===== config.mk =====
export PLATFORM = sky130hd
export DESIGN_NAME = tap_lfsr
export DESIGN_NICKNAME = d
export VERILOG_FILES = /design/src/rtl/random_pkg.sv /design/src/rtl/tap_mask_builder.sv /design/src/rtl/tap_lfsr.sv
export SDC_FILE = /design/constraint.sdc
export NUM_CORES = 1
export LEC_CHECK = 0
export CAP_MARGIN = 10
export CELL_PAD_IN_SITES_DETAIL_PLACEMENT = 0
export CELL_PAD_IN_SITES_GLOBAL_PLACEMENT = 1
export CORE_MARGIN = 3
export CORE_UTILIZATION = 30
export DETAILED_ROUTE_END_ITERATION = 6
export GPL_ROUTABILITY_DRIVEN = 0
export HOLD_SLACK_MARGIN = 0.02
export MAX_ROUTING_LAYER = met4
export PLACE_DENSITY_LB_ADDON = 0.1
export SLEW_MARGIN = 20
export SYNTH_ARGS = -nofsm -noshare
export SYNTH_HDL_FRONTEND = slang
export SYNTH_SLANG_ARGS = --single-unit

===== constraint.sdc =====
create_clock -name clk -period 7.55 [get_ports clk]
set_clock_uncertainty 0.1 [all_clocks]
set_input_delay 2.265 -clock clk [delete_from_list [all_inputs] [get_ports clk]]
set_output_delay 2.265 -clock clk [all_outputs]
set_load 0.05 [all_outputs]

===== src/rtl/random_pkg.sv =====
`default_nettype none
// ============================================================================
// Module      : random_pkg
// Description : Shared types and constants for the random-module datapath:
//               tap_lfsr FSM state encoding and the tap-field / output-byte
//               widths.
// Revision    : 1.0 - initial release
// ============================================================================
package random_pkg;

    // Width of one tap field inside the packed tap vector
    localparam int TAP_W = 8;

    // Width of one generated output byte
    localparam int OUT_W = 8;

    // Generator state machine encoding
    typedef enum logic [1:0] {
        IDLE = 2'd0,
        LOAD = 2'd1,
        RUN  = 2'd2
    } state_t;

endpackage : random_pkg
`default_nettype wire


===== src/rtl/tap_mask_builder.sv =====
`default_nettype none
// ============================================================================
// Module      : tap_mask_builder
// Description : Walks the packed tap vector one field per cycle while the
//               generator is in LOAD, and flags fields that name a usable
//               feedback tap.
//   clk       in  rising-edge clock
//   res       in  synchronous active-low reset
//   start_i   in  LOAD is being entered this cycle; rewind to field 0
//   active_i  in  LOAD cycle with enable; handle current field, then advance
//   taps_i    in  packed tap fields, field k = bits [8k+7:8k]
//   set_o     out current field is in range 1..SIZE-1; set its mask bit
//   set_bit_o out mask bit index to set (tap value - 1)
//   last_o    out current field is the final one
// Revision    : 1.0 - initial release
// ============================================================================
module tap_mask_builder
    import random_pkg::*;
#(
    parameter int NUM_OF_TAPS = 15,
    parameter int SIZE        = 32
) (
    input  logic                         clk,
    input  logic                         res,
    input  logic                         start_i,
    input  logic                         active_i,
    input  logic [NUM_OF_TAPS*TAP_W-1:0] taps_i,
    output logic                         set_o,
    output logic [$clog2(SIZE)-1:0]      set_bit_o,
    output logic                         last_o
);

    localparam int IDX_W = (NUM_OF_TAPS > 1) ? $clog2(NUM_OF_TAPS) : 1;
    localparam int BIT_W = $clog2(SIZE);

    logic [IDX_W-1:0] idx_q;
    logic [IDX_W-1:0] idx_d;
    logic [TAP_W-1:0] w_fields [NUM_OF_TAPS];
    logic [TAP_W-1:0] w_field;
    logic             w_in_range;

    // Unpacked view of the tap vector so the field mux is a plain array index
    for (genvar k = 0; k < NUM_OF_TAPS; k++) begin : g_fields
        assign w_fields[k] = taps_i[k*TAP_W +: TAP_W];
    end

    assign w_field = w_fields[idx_q];
    assign last_o  = (idx_q == IDX_W'(NUM_OF_TAPS - 1));

    // Tap 0 and taps at or beyond the register width have no mask bit
    assign w_in_range = (w_field != '0) && (int'(w_field) <= SIZE - 1);
    assign set_o      = active_i && w_in_range;
    assign set_bit_o  = BIT_W'(w_field - 8'd1);

    always_comb begin
        idx_d = idx_q;
        if (start_i) begin
            idx_d = '0;
        end else if (active_i && !last_o) begin
            idx_d = idx_q + 1'b1;
        end
    end

    always_ff @(posedge clk) begin
        if (!res) begin
            idx_q <= '0;
        end else begin
            idx_q <= idx_d;
        end
    end

endmodule : tap_mask_builder
`default_nettype wire


===== src/rtl/tap_lfsr.sv =====
`default_nettype none
// ============================================================================
// Module      : tap_lfsr
// Description : Builds a Fibonacci LFSR feedback mask from the selector's tap
//               vector, seeds the register and streams pseudo-random bytes
//               over a valid/ready handshake.
//   clk        in  rising-edge clock
//   res        in  synchronous active-low reset
//   ena        in  global enable; all state holds when low
//   taps       in  packed 8-bit tap fields
//   taps_done  in  tap vector complete (level)
//   seed       in  initial LFSR state, sampled on LOAD entry
//   reload     in  abandon current run, return to IDLE
//   dout       out generated byte, first bit in dout[7]
//   dout_valid out dout holds an unconsumed byte
//   dout_ready in  downstream accepts dout
//   running    out generator is in RUN
// Revision    : 1.0 - initial release
// ============================================================================
module tap_lfsr
    import random_pkg::*;
#(
    parameter int NUM_OF_TAPS = 15,
    parameter int SIZE        = 32
) (
    input  logic                         clk,
    input  logic                         res,
    input  logic                         ena,
    input  logic [NUM_OF_TAPS*TAP_W-1:0] taps,
    input  logic                         taps_done,
    input  logic [SIZE-1:0]              seed,
    input  logic                         reload,
    output logic [OUT_W-1:0]             dout,
    output logic                         dout_valid,
    input  logic                         dout_ready,
    output logic                         running
);

    localparam int              BIT_W    = $clog2(SIZE);
    localparam logic [SIZE-1:0] ONE      = {{(SIZE-1){1'b0}}, 1'b1};
    localparam logic [SIZE-1:0] MSB_ONLY = {1'b1, {(SIZE-1){1'b0}}};

    state_t           state_q,      state_d;
    logic [SIZE-1:0]  mask_q,       mask_d;
    logic [SIZE-1:0]  lfsr_q,       lfsr_d;
    logic [OUT_W-1:0] acc_q,        acc_d;
    logic [2:0]       cnt_q,        cnt_d;
    logic [OUT_W-1:0] dout_q,       dout_d;
    logic             dout_valid_q, dout_valid_d;

    logic             w_start;
    logic             w_active;
    logic             w_set;
    logic [BIT_W-1:0] w_set_bit;
    logic             w_last;
    logic             w_fb;
    logic             w_backpressure;

    assign w_start  = ena && !reload && (state_q == IDLE) && taps_done;
    assign w_active = ena && !reload && (state_q == LOAD);

    tap_mask_builder #(
        .NUM_OF_TAPS (NUM_OF_TAPS),
        .SIZE        (SIZE)
    ) u_tap_mask_builder (
        .clk       (clk),
        .res       (res),
        .start_i   (w_start),
        .active_i  (w_active),
        .taps_i    (taps),
        .set_o     (w_set),
        .set_bit_o (w_set_bit),
        .last_o    (w_last)
    );

    assign w_fb = ^(lfsr_q & mask_q);

    // The byte-completing shift would overwrite an unconsumed byte, so it
    // waits; every earlier shift of the next byte may proceed meanwhile.
    assign w_backpressure = (cnt_q == 3'd7) && dout_valid_q && !dout_ready;

    always_comb begin
        state_d      = state_q;
        mask_d       = mask_q;
        lfsr_d       = lfsr_q;
        acc_d        = acc_q;
        cnt_d        = cnt_q;
        dout_d       = dout_q;
        dout_valid_d = dout_valid_q;

        if (ena) begin
            if (reload) begin
                // Mask is deliberately kept; LOAD entry rebuilds it anyway
                state_d      = IDLE;
                dout_valid_d = 1'b0;
                cnt_d        = 3'd0;
            end else begin
                case (state_q)
                    IDLE: begin
                        if (taps_done) begin
                            state_d = LOAD;
                            mask_d  = MSB_ONLY;
                            lfsr_d  = (seed == '0) ? ONE : seed;
                        end
                    end
                    LOAD: begin
                        if (w_set) begin
                            mask_d = mask_q | (ONE << w_set_bit);
                        end
                        if (w_last) begin
                            state_d = RUN;
                        end
                    end
                    RUN: begin
                        if (dout_valid_q && dout_ready) begin
                            dout_valid_d = 1'b0;
                        end
                        if (lfsr_q == '0) begin
                            // Lockup escape; not counted as a shift
                            lfsr_d = ONE;
                        end else if (!w_backpressure) begin
                            lfsr_d = {lfsr_q[SIZE-2:0], w_fb};
                            acc_d  = {acc_q[OUT_W-2:0], w_fb};
                            cnt_d  = cnt_q + 3'd1;
                            if (cnt_q == 3'd7) begin
                                dout_d       = {acc_q[OUT_W-2:0], w_fb};
                                dout_valid_d = 1'b1;
                            end
                        end
                    end
                    default: begin
                        state_d = IDLE;
                    end
                endcase
            end
        end
    end

    always_ff @(posedge clk) begin
        if (!res) begin
            state_q      <= IDLE;
            mask_q       <= '0;
            lfsr_q       <= '0;
            acc_q        <= '0;
            cnt_q        <= 3'd0;
            dout_q       <= '0;
            dout_valid_q <= 1'b0;
        end else begin
            state_q      <= state_d;
            mask_q       <= mask_d;
            lfsr_q       <= lfsr_d;
            acc_q        <= acc_d;
            cnt_q        <= cnt_d;
            dout_q       <= dout_d;
            dout_valid_q <= dout_valid_d;
        end
    end

    assign dout       = dout_q;
    assign dout_valid = dout_valid_q;
    assign running    = (state_q == RUN);

endmodule : tap_lfsr
`default_nettype wire


==> After elaboration in Yosys (flattened, before gate mapping) <==
Cells that the tools add are included.
{ "word_totals": {"output_inout_bits": 10, "elab_cells": 87, "reg_bits": 89} }
{ "op_classes": {"eq_ne": 12, "add_sub_neg": 3, "n_bitwise": 7, "shift": 1, "n_reduce_logical": 29, "order_cmp": 2, "n_mux": 25} }
{ "op_table": {"columns": ["op", "n"], "rows": [
  ["$mux W32", 6],
  ["$pmux W32 S2", 2],
  ["$logic_not A32 Y1", 2],
  ["$and A32 B32 Y32", 1],
  ["$bmux W8 S4", 1],
  ["$or A32 B32 Y32", 1],
  ["$reduce_xor A32 Y1", 1],
  ["$shl A1 B5 Y32 const A", 1],
  ["$mux W8", 2],
  ["$reduce_and A5 Y1", 3],
  ["$mux W3", 4],
  ["$logic_and A1 B1 Y1", 10],
  ["$le A8 B5 Y1 const B", 1],
  ["$ne A2 B2 Y1 const B", 4],
  ["$reduce_and A4 Y1", 2],
  ["$reduce_bool A8 Y1", 1],
  ["$mux W1", 6],
  ["$mux W2", 3],
  ["$ne A3 B2 Y1 const B", 2],
  ["$pmux W2 S3", 1],
  ["$reduce_and A6 Y1", 1],
  ["$reduce_bool A2 Y1", 3],
  ["$ge A5 B5 Y1 const B", 1],
  ["$not A4 Y5", 1],
  ["other kinds (14)", 19]
]} }

==> Longest topological paths before layout <==
Gate-level depths: netlist of run 1.
{ "depth": {"depth_word": 9, "ltp_mapped": 11} }

==> By module <==
From an unflattened synthesis of run 1, not the netlist that was laid out.
{ "unflattened": {"cells_unflattened": 609, "hier_area_um2": 5093.6} }
{ "modules_own_cells": {"columns": ["module", "seq_area_each_um2", "area_per_inst_um2", "n_inst", "cells_per_inst"], "rows": [
  ["tap_lfsr", 1701.6, 3942.5, 1, 485],
  ["tap_mask_builder", 80.1, 1151.1, 1, 124]
]} }

==> Worst setup path before layout of run 1 <==
Ideal clock, no wire load.
{ "synth_timing": {"path_kind": "in2reg", "startpoint": "input port taps[37]", "endpoint": "register mask_q[11]", "t_arrival_ns": 4.052, "stages": 9, "n_path_buf": 1, "slack_ns": 3.331, "setup_ns": 0.067, "required_time_ns": 7.383, "path_cell_list": "or4_1 > o41ai_1 > a21oi_1 > a221o_1 > and3_4 > nor4_4 > a21oi_2 > buf_6 > o21ai_2"} }
{ "synth_between": {"elab_chain_cells": 8} }
{ "synth_lines": {"columns": ["item", "line", "text"], "rows": [
  ["start: declaration", "tap_lfsr.sv:29", "input logic [NUM_OF_TAPS*TAP_W-1:0] taps,"],
  ["$bmux W8 S4 (*)", "tap_mask_builder.sv:47", "assign w_field = w_fields[idx_q];"],
  ["$mux W8 (not written as such) (*) (2 in a row)", "tap_mask_builder.sv:47", null],
  ["$le A8 B5 Y1 or $reduce_bool A8 Y1 (tied branches)", "tap_mask_builder.sv:51", "assign w_in_range = (w_field != '0) && (int'(w_field) <= SIZE - 1);"],
  ["$logic_and A1 B1 Y1 (*)", "tap_mask_builder.sv:51", null],
  ["$logic_and A1 B1 Y1 (*)", "tap_mask_builder.sv:52", "assign set_o = active_i && w_in_range;"],
  ["$ne A2 B1 Y1 (no line) (*)", null, null],
  ["$reduce_and A5 Y1 (no line) (*)", null, null],
  ["end signal: assignment", "tap_lfsr.sv:150", "mask_q <= mask_d;"],
  ["end: declaration", "tap_lfsr.sv:44", "logic [SIZE-1:0] mask_q, mask_d;"]
]} }
Every way passes the cells marked *; elsewhere a longest branch is shown, timed or not. The select of a mux whose other input is x is not followed.
A chain may end at the register's enable or synchronous reset.

==> Worst setup path after layout of run 1 <==
{ "layout_timing": {"startpoint": "input port taps[91]", "endpoint": "register mask_q[7]"} }
{ "layout_between": {"elab_chain_cells": 8} }
{ "layout_lines": {"columns": ["item", "line", "text"], "rows": [
  ["$bmux W8 S4 (*)", "tap_mask_builder.sv:47", null],
  ["$mux W8 (not written as such) (*) (2 in a row)", "tap_mask_builder.sv:47", null],
  ["$sub A5 B1 Y5 (tied with other cells)", "tap_mask_builder.sv:53", "assign set_bit_o = BIT_W'(w_field - 8'd1);"],
  ["$shl A1 B5 Y32 or $logic_and A1 B1 Y1 (tied branches)", "tap_lfsr.sv:108, tap_mask_builder.sv:51", null],
  ["$or A32 B32 Y32 or $logic_and A1 B1 Y1 (tied branches)", "tap_lfsr.sv:108, tap_mask_builder.sv:52", null],
  ["$mux W32 or $ne A2 B1 Y1 (tied branches)", null, null],
  ["$pmux W32 S2 or $reduce_and A5 Y1 (tied branches)", null, null]
]} }
Marks and branches as above.

==> flow_metrics.tcl, run 1 <==
set metrics [dict create \
    start_util 0.313 \
    ant_nets 0 \
    first_pass_iters 5 \
    crit_type "primary input to register" \
    max_freq_mhz 210 \
    cp.depth 9 \
    setup_violations 0 \
    ys_seq_area_frac 0.336 \
    cts_root_buf "clkbuf_16" \
    area_growth_pct 38.7 \
    hp-class "register to register" \
    cts_setup_buffers 0 \
    syn_nets 759 \
    grt_pass1_vias 5057 \
    setup_slack_ns 2.79 \
    p_leak_nw 2.83 \
    slowest_delay_ns 0.72 \
    antenna_found_initial 0 \
    fin_setup_tns_ns 0 \
    rrSetupSlack_ns 3.94 \
    ys_types 60 \
    rsz0062_at_grt "no" \
    cts_buffers 9 \
    cts_hold_buf 0 \
    dp_slack_ns 2.17 \
    synth_edf_count 0 \
    final_cell_area_um2 7350 \
    die_h_um 139 \
    final_max_slew_viol_count 0 \
    p_comb_frac 0.154 \
    io_pins 168 \
    p_sw_w 0.000281 \
    cts_tree "yes" \
    num_antenna_cells 0 \
    vias 4933 \
    row_count 47 \
    r2r_start "u_tap_mask_builder.idx_q[1]" \
    reg2regPathDepth 7 \
    tightest_slew_ns 0.967 \
    cpLargestDelayFamily "compound AO/OA/AOI/OAI gates" \
    status "finished clean" \
    cap_violations 0 \
    wire_per_inst_um 17.6 \
    synth_flop_cell "dfxtp_1" \
    post_cts_resized 0 \
    syn_avg_cell_area_um2 8.87 \
    dpl_cell_area_um2 7040 \
    min_from "mask_q[16]" \
    r2r-end "mask_q[7]" \
    cp-start-kind "primary input" \
    die_w_um 139 \
    ys_ff_latch 89 \
    syn-instance-count 597 \
    drive_above_1_share 0.0845 \
    clock_path_buffers 2 \
    path_clk_slew_ns 0.07 \
    finalHoldViolCount 0 \
    crit_required_ns 7.64 \
    port-buffer-count 167 \
    nNetsFinal 903 \
    startpoint "taps[91]" \
    swShare 0.248 \
    syn_area_um2 5300 \
    cp_cell_sequence "clkdlybuf4s50_1, mux2i_1, mux4_1, and4_1, nand2_1, o31a_4, nor4_4, a21oi_2, o21ai_0" \
    dp_hpwl_um 13500 \
    critPathCapture "mask_q[7]" \
    core_area_um2 16900 \
    worstPathArrival_ns 4.85 \
    cp_num_buf_inv 1 \
    pwr-share-clk 0.408 \
    cts.sinks 89 \
    cp_max_fo 15 \
    seqPwrFrac 0.438 \
    track_usage 0.181 \
    slew_headroom 0.355 \
    power.total_w 0.00113 \
    gr-total-overflow 0 \
    via_per_inst 5.11 \
    clk_latency_ns 0.35 \
    wl_um 17000 \
    holdPathStages 2 \
    async_flop_share 0 \
    min_period_ns 4.76 \
    irDropWorstVdd_mv 0.0991 \
    grt_max_degree 65 \
    grt_pass1_wl_um 27200 \
    intPower_w 0.000851 \
    cts_max_level 3 \
    period_share 0.630 \
    dieArea_um2 19300 \
    slowest_stage "a21oi_2" \
    p_per_area_nw_per_um2 154 \
    drc_errors 0 \
    yosys_warnings 0 \
    initialDrtViolationCount 279 \
    endpoint_kind "register" \
]
==> power by group through the flow <==
stage	clock network [W]	logic, W	registers [W]
4_1_cts	0.000476	0.000176	0.000496
5_1_grt	0.000499	0.000190	0.000497
2_1_floorplan	0	0.0000751	0.000499
3_3_place_gp	0	0.000172	0.000507
3_5_place_dp	0	0.000175	0.000507
6_report	0.000462	0.000174	0.000496
==> cell usage after synthesis (2+ instances only) <==
cell | count | share of area
o21a_1 | 3 | 0.0043
buf_6 | 4 | 0.0085
nand2b_1 | 13 | 0.015
buf_2 | 3 | 0.0028
and2_1 | 7 | 0.0083
nor3_1 | 19 | 0.018
o41ai_1 | 2 | 0.0033
o21ai_1 | 10 | 0.0094
clkbuf_1 | 24 | 0.017
a31oi_1 | 3 | 0.0035
xnor2_1 | 25 | 0.041
nor2_1 | 21 | 0.015
ha_1 | 4 | 0.0094
nand2_1 | 119 | 0.084
o31ai_1 | 2 | 0.0028
a22oi_1 | 30 | 0.043
nor4_1 | 21 | 0.025
o211a_1 | 30 | 0.057
nor2b_1 | 16 | 0.019
nand3b_1 | 2 | 0.0028
dfxtp_1 | 89 | 0.34
a211oi_1 | 4 | 0.0057
mux2i_1 | 26 | 0.049
nand4_1 | 5 | 0.0059
inv_1 | 5 | 0.0035
mux2_2 | 9 | 0.019
a22o_1 | 4 | 0.0066
a21oi_1 | 12 | 0.011
a21boi_0 | 4 | 0.0057
o21ai_2 | 10 | 0.017
and2b_2 | 3 | 0.0050
clkbuf_8 | 5 | 0.013
xor2_1 | 9 | 0.015
mux4_2 | 10 | 0.043
a311oi_1 | 2 | 0.0033
mux4_1 | 3 | 0.015
o21ai_0 | 15 | 0.014
nor3b_1 | 2 | 0.0028
==> metal layers <==
layer	up-vias	global-route usage	wire [µm]
li1	2470	-	-
met1	2318	0.220	7590
met2	132	0.314	8610
met3	13	0.0352	671
met4	0	0.0366	167
met5	-	-	0
==> worst reg2reg max path, delay by kind of cell, from the launching register on <==
family,cells,cell delay [ns]
AO/OA/AOI/OAI,4,1.54
flip-flops,1,0.94
AND/OR/NAND/NOR,2,0.38
buffers and inverters,1,0.51
==> sequential cells by signal (all words and copies together) (netlist names) <==
register	flops
lfsr_q	32
mask_q	32
dout	8
acc_q	7
u_tap_mask_builder.idx_q	4
cnt_q	3
state_q	2
dout_valid	1
==> area by class of cell <==
type	count	area [µm²]
clock buffers	10	229
clock inverters	6	73.8
fillers	1701	9590
inverters	7	26.3
multi-input cells	463	3260
flip-flops and latches	89	1780
well taps	220	275
repair buffers	171	1700
==> through the flow <==
| stage | cells | util | hold WS (ns) |
|---|---|---|---|
| final | 966 | 0.434 | 0.352 |
| after global routing | 966 | 0.434 | 0.376 |
| after CTS | 966 | 0.434 | 0.350 |
| after detailed placement | 950 | 0.416 | 0.340 |
| after global placement | 950 | 0.416 | 0.334 |
| after floorplan | 597 | - | 0.324 |
==> placed cells by master (no fill, tap or decap), types with 3 or more instances in the layout <==
master           count
clkdlybuf4s50_1    167
nand2_1            119
dfxtp_1             87
a22oi_1             30
o211a_1             30
mux2i_1             26
xnor2_1             25
nor4_1              21
nor2_1              21
nor3_1              19
nor2b_1             16
o21ai_0             15
nand2b_1            13
a21oi_1             12
mux4_2              10
o21ai_1             10
o21ai_2             10
xor2_1               9
mux2_2               9
clkbuf_16            9
and2_1               6
inv_1                5
nand4_1              5
a211oi_1             4
a21boi_0             4
a22o_1               4
ha_1                 4
buf_4                4
mux4_1               3
a31oi_1              3
and2b_2              3
==> kinds of logic (layout without fill, tap and decap cells) <==
kind of cell | Yosys count | in the layout | share of synthesized area
mux | 48 | 48 | 0.126
simple gates | 238 | 238 | 0.218
flops | 89 | 89 | 0.336
xor+xnor | 34 | 34 | 0.0562
buf+inv | 45 | 194 | 0.0494
fa+ha+maj | 4 | 4 | 0.00945
compound gates | 139 | 139 | 0.205
==> worst min-delay path by stage <==
stage,endpoint,slack (ns)
floorplan,mask_q[10],0.32
CTS,mask_q[16],0.35
detailed placement,mask_q[16],0.34
global route,mask_q[18],0.38
global placement,mask_q[16],0.33
finish,mask_q[16],0.35
Note: power is estimated with default switching activity, not from simulation.
==> inputs of run 2 (changes only) <==
==> constraint.sdc (replaced) <==
create_clock -name clk -period 4.7 [get_ports clk]
set_clock_uncertainty 0.1 [all_clocks]
set_input_delay 1.41 -clock clk [delete_from_list [all_inputs] [get_ports clk]]
set_output_delay 1.41 -clock clk [all_outputs]
set_load 0.05 [all_outputs]
==> run 2 against run 1 <==
Clock power increased by 68%. Global-route usage decreased by 0.078 points. Critical path depth unchanged. Hold slack improved by 0.0050 ns. Critical path type unchanged. Critical endpoint is now mask_q[19]. Largest cell class unchanged.
==> flow_metrics.tcl, run 2 (synthesis gave the netlist of run 1 again) <==
set metrics [dict create \
    track_usage 0.180 \
    period_share 0.792 \
    dieArea_um2 19300 \
    cts_max_level 3 \
    pwr-share-clk 0.418 \
    port-buffer-count 167 \
    finalHoldViolCount 0 \
    cp_max_fo 11 \
    num_antenna_cells 0 \
    start_util 0.313 \
    max_freq_mhz 269 \
    tightest_slew_ns 0.934 \
    via_per_inst 5.11 \
    worstPathArrival_ns 3.88 \
    endpoint_kind "register" \
    die_w_um 139 \
    slew_headroom 0.377 \
    nNetsFinal 908 \
    clk_latency_ns 0.34 \
    cts_tree "yes" \
    path_clk_slew_ns 0.06 \
    dpl.cell_count 955 \
    p_per_area_nw_per_um2 250 \
    p_leak_nw 2.86 \
    fill_cells 1668 \
    grt_max_degree 65 \
    drc_errors 0 \
    hp-class "register to register" \
    status "finished clean" \
    gr-total-overflow 0 \
    seqPwrFrac 0.430 \
    cap_violations 0 \
    final_common_cell "clkdlybuf4s50_1" \
    crit_type "primary input to register" \
    first_pass_iters 4 \
    drive_above_1_share 0.0867 \
    die_h_um 139 \
    initialDrtViolationCount 245 \
    min_period_ns 3.72 \
    p_comb_frac 0.152 \
    antenna_found_initial 0 \
    grt_pass1_wl_um 27300 \
    cts_setup_buffers 0 \
    vias 4959 \
    clock_path_buffers 2 \
    cts_root_buf "clkbuf_16" \
    final_max_slew_viol_count 0 \
    intPower_w 0.00143 \
    dp_hpwl_um 13600 \
    stdcell_count 970 \
    crit_required_ns 4.86 \
    power.total_w 0.00185 \
    rsz0062_at_grt "no" \
    fin_setup_tns_ns 0 \
    final_cell_mix "clkdlybuf4s50_1 (167), nand2_1 (119), dfxtp_1 (88)" \
    cts_hold_buf 0 \
    io_pins 168 \
    cts_buffers 9 \
    swShare 0.229 \
    wire_per_inst_um 17.6 \
    setup_violations 0 \
    cp-start-kind "primary input" \
    row_count 47 \
    grt_pass1_vias 5173 \
    wl_um 17000 \
    post_cts_resized 0 \
    p_sw_w 0.000424 \
    whs_ns 0.357 \
    cts.sinks 89 \
    area_growth_pct 39.7 \
    core_area_um2 16900 \
    irDropWorstVdd_mv 0.203 \
    ant_nets 0 \
]
[run 2: cell types whose count changed in the layout (fill, tap and decap cells not counted), sizes merged]
cell	previous run	this run
buf	4	9
inv	9	7
bufinv	1	2
clkbuf	10	11
clkinvlp	2	1
[run 2: per-layer routing]
layer	GRT usage	wire [µm]
met1	0.223	7630
met2	0.304	8390
met3	0.0372	766
met4	0.0396	246
met5	-	0
[run 2: path summary, 6_finish.rpt]
path / startpoint / to / slack (ns) / depth (start not counted)
worst max-delay path: ena / mask_q[19] / 0.98 / 9
worst min register to register: mask_q[16] / mask_q[16] / 0.36 / 2
worst max register to register: u_tap_mask_builder.idx_q[1] / mask_q[19] / 1.45 / 9
worst min-delay path: mask_q[16] / mask_q[16] / 0.36 / 2
[run 2: worst max-delay path: stages]
cell and delay, ns:
clkdlybuf4s50_1 0.62, nor2b_1 0.42, nand2_1 0.11, a221o_1 0.29, and3_4 0.19, nor3_1 0.30
a21oi_1 0.13, buf_4 0.19, o31ai_1 0.21
[run 2: through the flow]
step	util	cell area, µm²	worst slack, ns
4_1_cts	0.437	7400	0.995
6_report	0.437	7400	0.979
2_1_floorplan	-	5300	1.34
5_1_grt	0.437	7400	0.806
3_5_place_dp	0.418	7080	0.626
3_3_place_gp	0.418	7080	0.725
[run 2: power by group through the flow]
stage / Clock (W) / Combinational, W / Sequential, W
after floorplan: 0 / 0.000121 / 0.000801
after global placement: 0 / 0.000279 / 0.000814
after detailed placement: 0 / 0.000284 / 0.000814
after CTS: 0.000798 / 0.000285 / 0.000797
after global routing: 0.000824 / 0.000308 / 0.000799
final: 0.000774 / 0.000282 / 0.000796
[run 2: layout make-up]
class	instances	area (µm²)	area share
Clock buffer	11	243	0.0328
Inverter	7	26.3	0.00355
Multi-Input combinational cell	463	3250	0.440
Sequential cell	89	1780	0.241
Clock inverter	4	76.3	0.0103
Tap cell	220	275	0.0372
Timing Repair Buffer	176	1740	0.235
